File: config.mk
export PLATFORM = sky130hd
export DESIGN_NAME = sum_fact_host_flat
export DESIGN_NICKNAME = d
export VERILOG_FILES = /design/src/rtl/sum_fact_host_if.sv /design/src/rtl/sum_fact_host.sv /design/src/flat_wrapper.sv
export SDC_FILE = /design/constraint.sdc
export NUM_CORES = 1
export LEC_CHECK = 0
export CAP_MARGIN = 20
export CORE_MARGIN = 2
export CORE_UTILIZATION = 46
export DETAILED_ROUTE_END_ITERATION = 10
export GPL_TIMING_DRIVEN = 0
export HOLD_SLACK_MARGIN = 0.08
export PLACE_DENSITY = 0.76
export SLEW_MARGIN = 20
export SYNTH_ARGS = -nofsm -noshare
export SYNTH_HDL_FRONTEND = slang
export SYNTH_SLANG_ARGS = --single-unit
File: constraint.sdc
create_clock -name clk -period 2.11 [get_ports clk]
set_input_delay 0.422 -clock clk [delete_from_list [all_inputs] [get_ports clk]]
set_output_delay 0.422 -clock clk [all_outputs]
set_load 0.005 [all_outputs]
File: src/rtl/sum_fact_host_if.sv
// Request/response link between the sweep host and one sum_fact_N.
// The host drives N_out/input_valid/output_ack; the responder returns results.
interface sum_fact_host_if;
    logic [2:0]  N_out;
    logic        input_valid;
    logic [12:0] sum_fact;
    logic        output_valid;
    logic        output_ack;

    modport master (
        output N_out,
        output input_valid,
        output output_ack,
        input  sum_fact,
        input  output_valid
    );

    modport slave (
        input  N_out,
        input  input_valid,
        input  output_ack,
        output sum_fact,
        output output_valid
    );
endinterface

File: src/rtl/sum_fact_host.sv
// Sweep sequencer: issues N over a wrapping 3-bit range, checks each result
// against the sum-of-factorials table and runs a four-phase ack per result.
module sum_fact_host #(
    parameter int TIMEOUT = 255
) (
    input  logic             clk,
    input  logic             reset,
    input  logic             i_start,
    input  logic [2:0]       i_n_first,
    input  logic [2:0]       i_n_last,
    sum_fact_host_if.master  bus,
    output logic             o_busy,
    output logic             o_done,
    output logic [12:0]      o_last_result,
    output logic [3:0]       o_err_count,
    output logic             o_timeout_err
);

    typedef enum logic [2:0] {
        S_IDLE,
        S_ISSUE,
        S_WAIT,
        S_ACK,
        S_NEXT,
        S_DONE
    } state_t;

    localparam logic [7:0] TMAX = 8'(TIMEOUT);

    state_t      r_state;
    logic [2:0]  r_n_cur;
    logic [2:0]  r_n_end;
    logic [2:0]  r_n_out;
    logic        r_in_valid;
    logic        r_ack;
    logic        r_busy;
    logic        r_done;
    logic        r_to_err;
    logic [12:0] r_last;
    logic [3:0]  r_err;
    logic [7:0]  r_timer;

    logic [7:0]  w_timer_nxt;
    logic        w_expired;
    logic [12:0] w_gold;
    logic        w_mismatch;
    logic        w_err_sat;

    // Sum of k! for k = 1..n, indexed by the 3-bit N.
    function automatic logic [12:0] golden(input logic [2:0] n);
        logic [12:0] g;
        unique case (n)
            3'd0: g = 13'd0;
            3'd1: g = 13'd1;
            3'd2: g = 13'd3;
            3'd3: g = 13'd9;
            3'd4: g = 13'd33;
            3'd5: g = 13'd153;
            3'd6: g = 13'd873;
            3'd7: g = 13'd5913;
            default: g = 13'd0;
        endcase
        return g;
    endfunction

    // The timer counts the cycle being completed, so expiry is judged on
    // its next value: exactly TIMEOUT cycles are spent in WAIT or ACK.
    assign w_timer_nxt = r_timer + 8'd1;
    assign w_expired   = (w_timer_nxt == TMAX);
    assign w_gold      = golden(r_n_cur);
    assign w_mismatch  = (bus.sum_fact != w_gold);
    assign w_err_sat   = (r_err == 4'hF);

    assign bus.N_out       = r_n_out;
    assign bus.input_valid = r_in_valid;
    assign bus.output_ack  = r_ack;

    assign o_busy        = r_busy;
    assign o_done        = r_done;
    assign o_last_result = r_last;
    assign o_err_count   = r_err;
    assign o_timeout_err = r_to_err;

    // Sweep FSM with all outputs registered.
    always_ff @(posedge clk or posedge reset) begin
        if (reset) begin
            r_state    <= S_IDLE;
            r_n_cur    <= 3'd0;
            r_n_end    <= 3'd0;
            r_n_out    <= 3'd0;
            r_in_valid <= 1'b0;
            r_ack      <= 1'b0;
            r_busy     <= 1'b0;
            r_done     <= 1'b0;
            r_to_err   <= 1'b0;
            r_last     <= 13'd0;
            r_err      <= 4'd0;
            r_timer    <= 8'd0;
        end else begin
            r_in_valid <= 1'b0;
            r_done     <= 1'b0;
            unique case (r_state)
                S_IDLE: begin
                    if (i_start) begin
                        r_n_cur  <= i_n_first;
                        r_n_end  <= i_n_last;
                        r_err    <= 4'd0;
                        r_to_err <= 1'b0;
                        r_busy   <= 1'b1;
                        r_state  <= S_ISSUE;
                    end
                end
                S_ISSUE: begin
                    r_n_out    <= r_n_cur;
                    r_in_valid <= 1'b1;
                    r_timer    <= 8'd0;
                    r_state    <= S_WAIT;
                end
                S_WAIT: begin
                    if (bus.output_valid) begin
                        r_last  <= bus.sum_fact;
                        if (w_mismatch && !w_err_sat) begin
                            r_err <= r_err + 4'd1;
                        end
                        r_timer <= 8'd0;
                        r_ack   <= 1'b1;
                        r_state <= S_ACK;
                    end else if (w_expired) begin
                        r_to_err <= 1'b1;
                        r_done   <= 1'b1;
                        r_state  <= S_DONE;
                    end else begin
                        r_timer <= w_timer_nxt;
                    end
                end
                S_ACK: begin
                    // Ack stays high through this edge and drops in NEXT.
                    if (!bus.output_valid) begin
                        r_state <= S_NEXT;
                    end else if (w_expired) begin
                        r_ack    <= 1'b0;
                        r_to_err <= 1'b1;
                        r_done   <= 1'b1;
                        r_state  <= S_DONE;
                    end else begin
                        r_timer <= w_timer_nxt;
                    end
                end
                S_NEXT: begin
                    r_ack <= 1'b0;
                    if (r_n_cur == r_n_end) begin
                        r_done  <= 1'b1;
                        r_state <= S_DONE;
                    end else begin
                        r_n_cur <= r_n_cur + 3'd1;
                        r_state <= S_ISSUE;
                    end
                end
                S_DONE: begin
                    r_busy  <= 1'b0;
                    r_state <= S_IDLE;
                end
                default: begin
                    r_state <= S_IDLE;
                end
            endcase
        end
    end

endmodule

File: src/flat_wrapper.sv
// flat-port wrapper written by rule: the top's interface ports become plain ports
module sum_fact_host_flat 
#(
    parameter int TIMEOUT = 255
)
  (clk, reset, i_start, i_n_first, i_n_last, o_busy, o_done, o_last_result, o_err_count, o_timeout_err, bus_N_out, bus_input_valid, bus_output_ack, bus_sum_fact, bus_output_valid);
  sum_fact_host_if bus_i ();
  input  logic clk;
  input  logic reset;
  input  logic i_start;
  input  logic [2:0] i_n_first;
  input  logic [2:0] i_n_last;
  output logic o_busy;
  output logic o_done;
  output logic [12:0] o_last_result;
  output logic [3:0] o_err_count;
  output logic o_timeout_err;
  output wire logic [$bits(bus_i.N_out)-1:0] bus_N_out;
  output wire logic [$bits(bus_i.input_valid)-1:0] bus_input_valid;
  output wire logic [$bits(bus_i.output_ack)-1:0] bus_output_ack;
  input wire logic [$bits(bus_i.sum_fact)-1:0] bus_sum_fact;
  input wire logic [$bits(bus_i.output_valid)-1:0] bus_output_valid;
  assign bus_N_out = bus_i.N_out;
  assign bus_input_valid = bus_i.input_valid;
  assign bus_output_ack = bus_i.output_ack;
  assign bus_i.sum_fact = bus_sum_fact;
  assign bus_i.output_valid = bus_output_valid;
  sum_fact_host #(.TIMEOUT(TIMEOUT)) u_core (.clk(clk), .reset(reset), .i_start(i_start), .i_n_first(i_n_first), .i_n_last(i_n_last), .bus(bus_i), .o_busy(o_busy), .o_done(o_done), .o_last_result(o_last_result), .o_err_count(o_err_count), .o_timeout_err(o_timeout_err));
endmodule
# After elaboration in Yosys (flattened, before gate mapping)
# Memory sizes are Yosys's and may differ from the RTL's.
# Index checks and enable logic that the tools add are counted.
dict set report word_totals {
  n_memories 1
  romBits 88
  reg_bits 42
  output_inout_bits 25
  wordCells 83
  inputBits 23
}
# name words word_bits read_ports rd_clocked_by_memory_dff write_ports line
set mem_list {}
lappend mem_list {{(no name shown)} 8 11 1 0 0 sum_fact_host.sv:52} ;# unique case (n)
dict set report op_classes {
  muxes 34
  n_addsub 3
  reduce_logical 17
  eq_ne 16
}
# op n
set ops {}
lappend ops {{$mux W8} 3}
lappend ops {{$pmux W8 S3} 1}
lappend ops {{$mux W3} 7}
lappend ops {{$pmux W3 S5} 1}
lappend ops {{$mux W1} 13}
lappend ops {{$ne A13 B13 Y1} 1}
lappend ops {{$mux W4} 3}
lappend ops {{$reduce_and A4 Y1} 3}
lappend ops {{$ne A2 B2 Y1 const B} 5}
lappend ops {{$pmux W1 S3} 3}
lappend ops {{$reduce_bool A3 Y1} 3}
lappend ops {{$add A8 B1 Y8 const B} 1}
lappend ops {{$eq A8 B8 Y1 const B} 1}
lappend ops {{$pmux W4 S2} 1}
lappend ops {{$reduce_and A2 Y1} 4}
lappend ops {{$eq A3 B2 Y1 const B} 2}
lappend ops {{$eq A3 B3 Y1 const B} 2}
lappend ops {{$pmux W3 S2} 1}
lappend ops {{$reduce_bool A2 Y1} 3}
lappend ops {{$add A4 B1 Y4 const B} 1}
lappend ops {{$eq A4 B4 Y1 const B} 1}
lappend ops {{$ne A2 B1 Y1 const B} 2}
lappend ops {{$add A3 B1 Y3 const B} 1}
lappend ops {{$eq A3 B1 Y1 const B} 1}
lappend ops {{6 further kinds} 6}

# Logic depth before layout (Yosys ltp)
dict set report depth {
  ltp_word 6
  ltp_mapped 8
  depth_no_buf 8
}

# Least setup slack after synthesis
# Ideal clock, no wire load.
dict set report synth_timing {
  path_type {reg-to-reg}
  startpoint {register u_core.r_n_cur[0]}
  endpoint {register u_core.r_err[2] (netlist: u_core.o_err_count[2])}
  slack_ps 13
  arrival_time_ps 1953
  path_buffers 0
  setup_time_ps 143
  path_stages_with_launch 9
  period_less_slack_ps 2097
  required_ps 1967
  cell_sequence {dfrtp_1 > ha_1 > ha_1 > or3_1 > a22oi_1 > o2111ai_1 > o21ai_1 > or3_1 > a21oi_1}
}
dict set report synth_via {
  elab_chain_cells 5
}
# element line
set synth_rtl {}
lappend synth_rtl {{start: declaration} sum_fact_host.sv:31} ;# logic [2:0] r_n_cur;
lappend synth_rtl {{start signal: assignment} sum_fact_host.sv:105} ;# r_n_cur <= i_n_first;
lappend synth_rtl {{start signal: assignment} sum_fact_host.sv:155} ;# r_n_cur <= r_n_cur + 3'd1;
lappend synth_rtl {{$mem_v2 Z8 W11} -}
lappend synth_rtl {{$ne A13 B13 Y1} sum_fact_host.sv:71} ;# assign w_mismatch = (bus.sum_fact != w_gold);
lappend synth_rtl {{$logic_and A1 B1 Y1} sum_fact_host.sv:122} ;# if (w_mismatch && !w_err_sat) begin
lappend synth_rtl {{$ne A2 B1 Y1 (no source line)} -}
lappend synth_rtl {{$reduce_and A4 Y1 (no source line)} -}
lappend synth_rtl {{end signal: assignment} sum_fact_host.sv:123} ;# r_err <= r_err + 4'd1;
lappend synth_rtl {{end: declaration} sum_fact_host.sv:40} ;# logic [3:0] r_err;
# No other way between the ends.
# A chain may end at the register's enable or synchronous reset.

# Worst setup path after layout
dict set report layout_timing {
  startpoint {register u_core.r_timer[0]}
  endpoint {register u_core.r_state[2]}
}
dict set report layout_via {
  elab_chain_cells 5
  word_cells_on_any_way 6
  classes_between {add/sub (1); eq/ne (1); mux (4)}
}
# element line
set layout_rtl {}
lappend layout_rtl {{start: declaration} sum_fact_host.sv:41} ;# logic [7:0] r_timer;
lappend layout_rtl {{start signal: assignment} sum_fact_host.sv:133} ;# r_timer <= w_timer_nxt;
lappend layout_rtl {{start signal: assignment} sum_fact_host.sv:146} ;# r_timer <= w_timer_nxt;
lappend layout_rtl {{$add A8 B1 Y8 *} sum_fact_host.sv:68} ;# assign w_timer_nxt = r_timer + 8'd1;
lappend layout_rtl {{$eq A8 B8 Y1 *} sum_fact_host.sv:69} ;# assign w_expired = (w_timer_nxt == TMAX);
lappend layout_rtl {{$mux W3 *} -}
lappend layout_rtl {{$mux W3, on equally long branches} -}
lappend layout_rtl {{$pmux W3 S5 *} -}
lappend layout_rtl {{end signal: assignment} sum_fact_host.sv:87} ;# r_state <= S_IDLE;
lappend layout_rtl {{end signal: assignment} sum_fact_host.sv:110} ;# r_state <= S_ISSUE;
lappend layout_rtl {{end signal: assignment} sum_fact_host.sv:117} ;# r_state <= S_WAIT;
lappend layout_rtl {{end: declaration} sum_fact_host.sv:30} ;# state_t r_state;
# Mark *: on every way between the ends. The rest lies on a longest branch, timed or not.

==> impl_metrics.toml <==
[status]
status = "finished clean"

[setup_path]
endpoint_kind = "register"
critical_path_class = "register to register"
crit_path_top_delay_cell = "a2111o_1"
path_depth = 6
required_ns = 2.33
worst-path-buf-inv = 0
cp_data_arrival_time_ns = 2.30
ff2ff_setup_slack_ns = 0.03
slowest_delay_ns = 0.49
path_delay_family = "compound AO/OA/AOI/OAI gates"
path_cells = "ha_4 -> nand3_4 -> or3_4 -> a2111o_1 -> maj3_2 -> o21ai_1"
cp_max_fo = 4
start_kind = "register"
rr_worst_depth = 6

[clock_network]
path_clk_slew_ns = 0.08
cts_sinks = 42
numCtsBuffers = 5
cts_tree = "done"
cts_root_buffer = "clkbuf_8"
cts_hold_buf = 0
insertion_delay_ns = 0.30
cts_buffer_depth = 2
htree_levels = 2

[routing]
vias = 1908
wl_um = 5590
initialDrtViolationCount = 118
ant_nets = 0
dr.pass1.iters = 5
drc = 0
via_per_inst = 5.63
routedWlPerCell_um = 16.5

[timing]
slew_headroom_pct = 54.3
fin_ws_ns = 0.0306
setup_viol = 0
fmax_ghz = 0.481
maxSlewViolCount = 0
final.min_clock_period_ns = 2.08
rsz0062_at_grt = "true"
worst_pin_slew_ns = 0.681
fin_skew_ns = 0.00502
finalCritPeriodShare_pct = 98.6
setup-tns-final_ns = 0
hold_viol_final = 0

[finish]
n_antenna_cell = 0
nFillCells = 352
area_growth_syn_to_layout_pct = 44.9
seq_area_um2 = 1050
drive_gt1_share_pct = 30.2
stdcell_area_um2 = 3220
fin_util_pct = 68.6
multi_input_area_um2 = 1330
layout.nets = 315

[run]
maxCapViolCount = 0

[power_and_ir_drop]
pwr_density_cell_nw_per_um2 = 1280
netSwitchingFraction_pct = 37.3
power_frac_seq_pct = 32.5
total_power_mw = 4.13
vdd_ir_drop_max_v = 0.000806
power_frac_comb_pct = 52.1
cellLeakagePower_nw = 1.33
switchingPower_mw = 1.54
p_int_mw = 2.59
clockPowerShare_pct = 15.5

[yosys]
synth_fp_nets = 247
netlist_area_um2 = 2220
synth_edf_count = 0
syn_area_per_cell_um2 = 10.3
synth_cells = 216
yosysUniqueCellTypes = 42
yosysWarnings = 0
synth-seq-cells = 42
synth-main-ff-cell = "dfrtp_1"
seq_area_frac_synth_pct = 47.3
async_flop_share_pct = 100

[die]
placementRows = 25
ioPinCount = 48
dieArea_um2 = 5400
core_area_um2 = 4690
initial_utilization_pct = 47.4
die_h_um = 73.5
die_w_um = 73.5

[global_route]
grt_max_degree = 32
antenna_found_initial = 0
grt_pass1_vias = 1746
grt_pass1_wl_um = 8320
grt.overflow.total = 0
grt_use_total_pct = 20.1

[placement]
place_congestion = 0.776
hpwl_um = 3480
postPlaceCellArea_um2 = 2770
place_ws_ns = -0.524
io_buffer_count = 46

[min_path]
hp-class = "primary input to async pin"
-- cells by family after synthesis --
family	share of synthesized area [%]
AOI/OAI and AO/OA	13.9
and+or+nand+nor	16.0
muxes	11.5
adders and majority gates	5.01
xor gates and xnor gates	3.94
DFF	47.3
buffers and inverters	2.31
-- placed cells by master (no fill, tap or decap), types with 5 or more instances in the layout --
master,synthesis,final
xor2_1,6,6
a31oi_1,5,5
o21ai_0,17,15
clkdlybuf4s50_1,0,46
clkbuf_8,0,5
mux2_2,20,20
dfrtp_1,42,40
ha_4,0,5
buf_4,0,11
nand3_1,10,9
nor2_1,17,13
nand2_1,16,15
-- worst register-to-register path: cells and delay by family, from the launching register on --
family	cells	cell delay, ns
AO/OA/AOI/OAI	2	0.62
adder cells (fa/ha/maj)	2	0.52
flip-flops	1	0.43
AND/OR/NAND/NOR	2	0.43
-- registers in the layout, indices dropped and copies added (netlist names) --
register / flops
u_core.bus.N_out: 3
u_core.bus.input_valid: 1
u_core.bus.output_ack: 1
u_core.o_busy: 1
u_core.o_done: 1
u_core.o_err_count: 4
u_core.o_last_result: 13
u_core.o_timeout_err: 1
u_core.r_n_cur: 3
u_core.r_n_end: 3
u_core.r_state: 3
u_core.r_timer: 8
-- through the flow --
| stage | std cells | hold slack [ns] |
|---|---|---|
| after floorplan | 216 | 0.444 |
| after global placement | 316 | 0.474 |
| after detailed placement | 317 | 0.477 |
| after CTS | 332 | 0.365 |
| after global routing | 339 | 0.380 |
| final | 339 | 0.367 |
-- synth_stat cells (2+ instances only) --
cell type / number / share of area (%)
dfrtp_1: 42 / 47
mux2_2: 20 / 10
nor2_1: 17 / 2.9
o21ai_0: 17 / 3.8
nand2_1: 16 / 2.7
nand3_1: 10 / 2.3
ha_1: 8 / 4.5
a21oi_1: 6 / 1.4
inv_1: 6 / 1.0
xor2_1: 6 / 2.4
a31oi_1: 5 / 1.4
clkbuf_1: 5 / 0.84
nand2b_1: 5 / 1.4
nor3_1: 5 / 1.1
or3_1: 5 / 1.4
o31ai_1: 4 / 1.4
xnor2_1: 4 / 1.6
a21o_1: 3 / 1.0
mux2i_1: 3 / 1.4
nand4_1: 3 / 0.84
a22oi_1: 2 / 0.68
and3_1: 2 / 0.56
buf_2: 2 / 0.45
o21ai_1: 2 / 0.45
-- per-layer routing --
metal | share of wire (%) | GRT usage, %
met1 | 45 | 26.9
met2 | 49 | 32.0
met3 | 4.1 | 4.25
met4 | 1.7 | 7.27
met5 | 0 | 0
-- power by group through the flow --
stage                     Sequential (mW)  Combinational [mW]  Clock, mW
after floorplan                      1.32                1.04          0
after global placement               1.34                1.67          0
after detailed placement             1.35                1.71          0
after CTS                            1.32                1.89      0.654
after global routing                 1.39                2.34      0.680
final                                1.34                2.15      0.638
-- area by class of cell --
| class | count | area share, % |
|---|---|---|
| multi-input cells | 161 | 41.2 |
| flip-flops and latches | 42 | 32.7 |
| plain buffers | 7 | 1.13 |
| clock buffers | 5 | 2.14 |
| repair buffers | 61 | 18.6 |
| inverters | 6 | 0.855 |
| well taps | 54 | 2.10 |
| clock inverters | 3 | 1.24 |
-- timing repair --
action                                 in CTS  in global routing
endpoints found under the hold margin       0                  0
setup endpoints to repair                  29                 31
resized for setup                          18                 41
setup buffers                               7                  7
pin swaps                                   5                 15
-- worst paths after layout --
| path | start | endpoint |
|---|---|---|
| worst max-delay path | u_core.r_timer[0] | u_core.r_state[2] |
| worst min-delay path | reset | u_core.o_last_result[2] |
| worst max register to register | u_core.r_timer[0] | u_core.r_state[2] |
| worst min register to register | u_core.r_timer[7] | u_core.r_timer[7] |
| max in group asynchronous | reset | u_core.r_n_cur[0] |
| min in group clk | u_core.r_timer[7] | u_core.r_timer[7] |
Power figures use the tool's default switching activity.
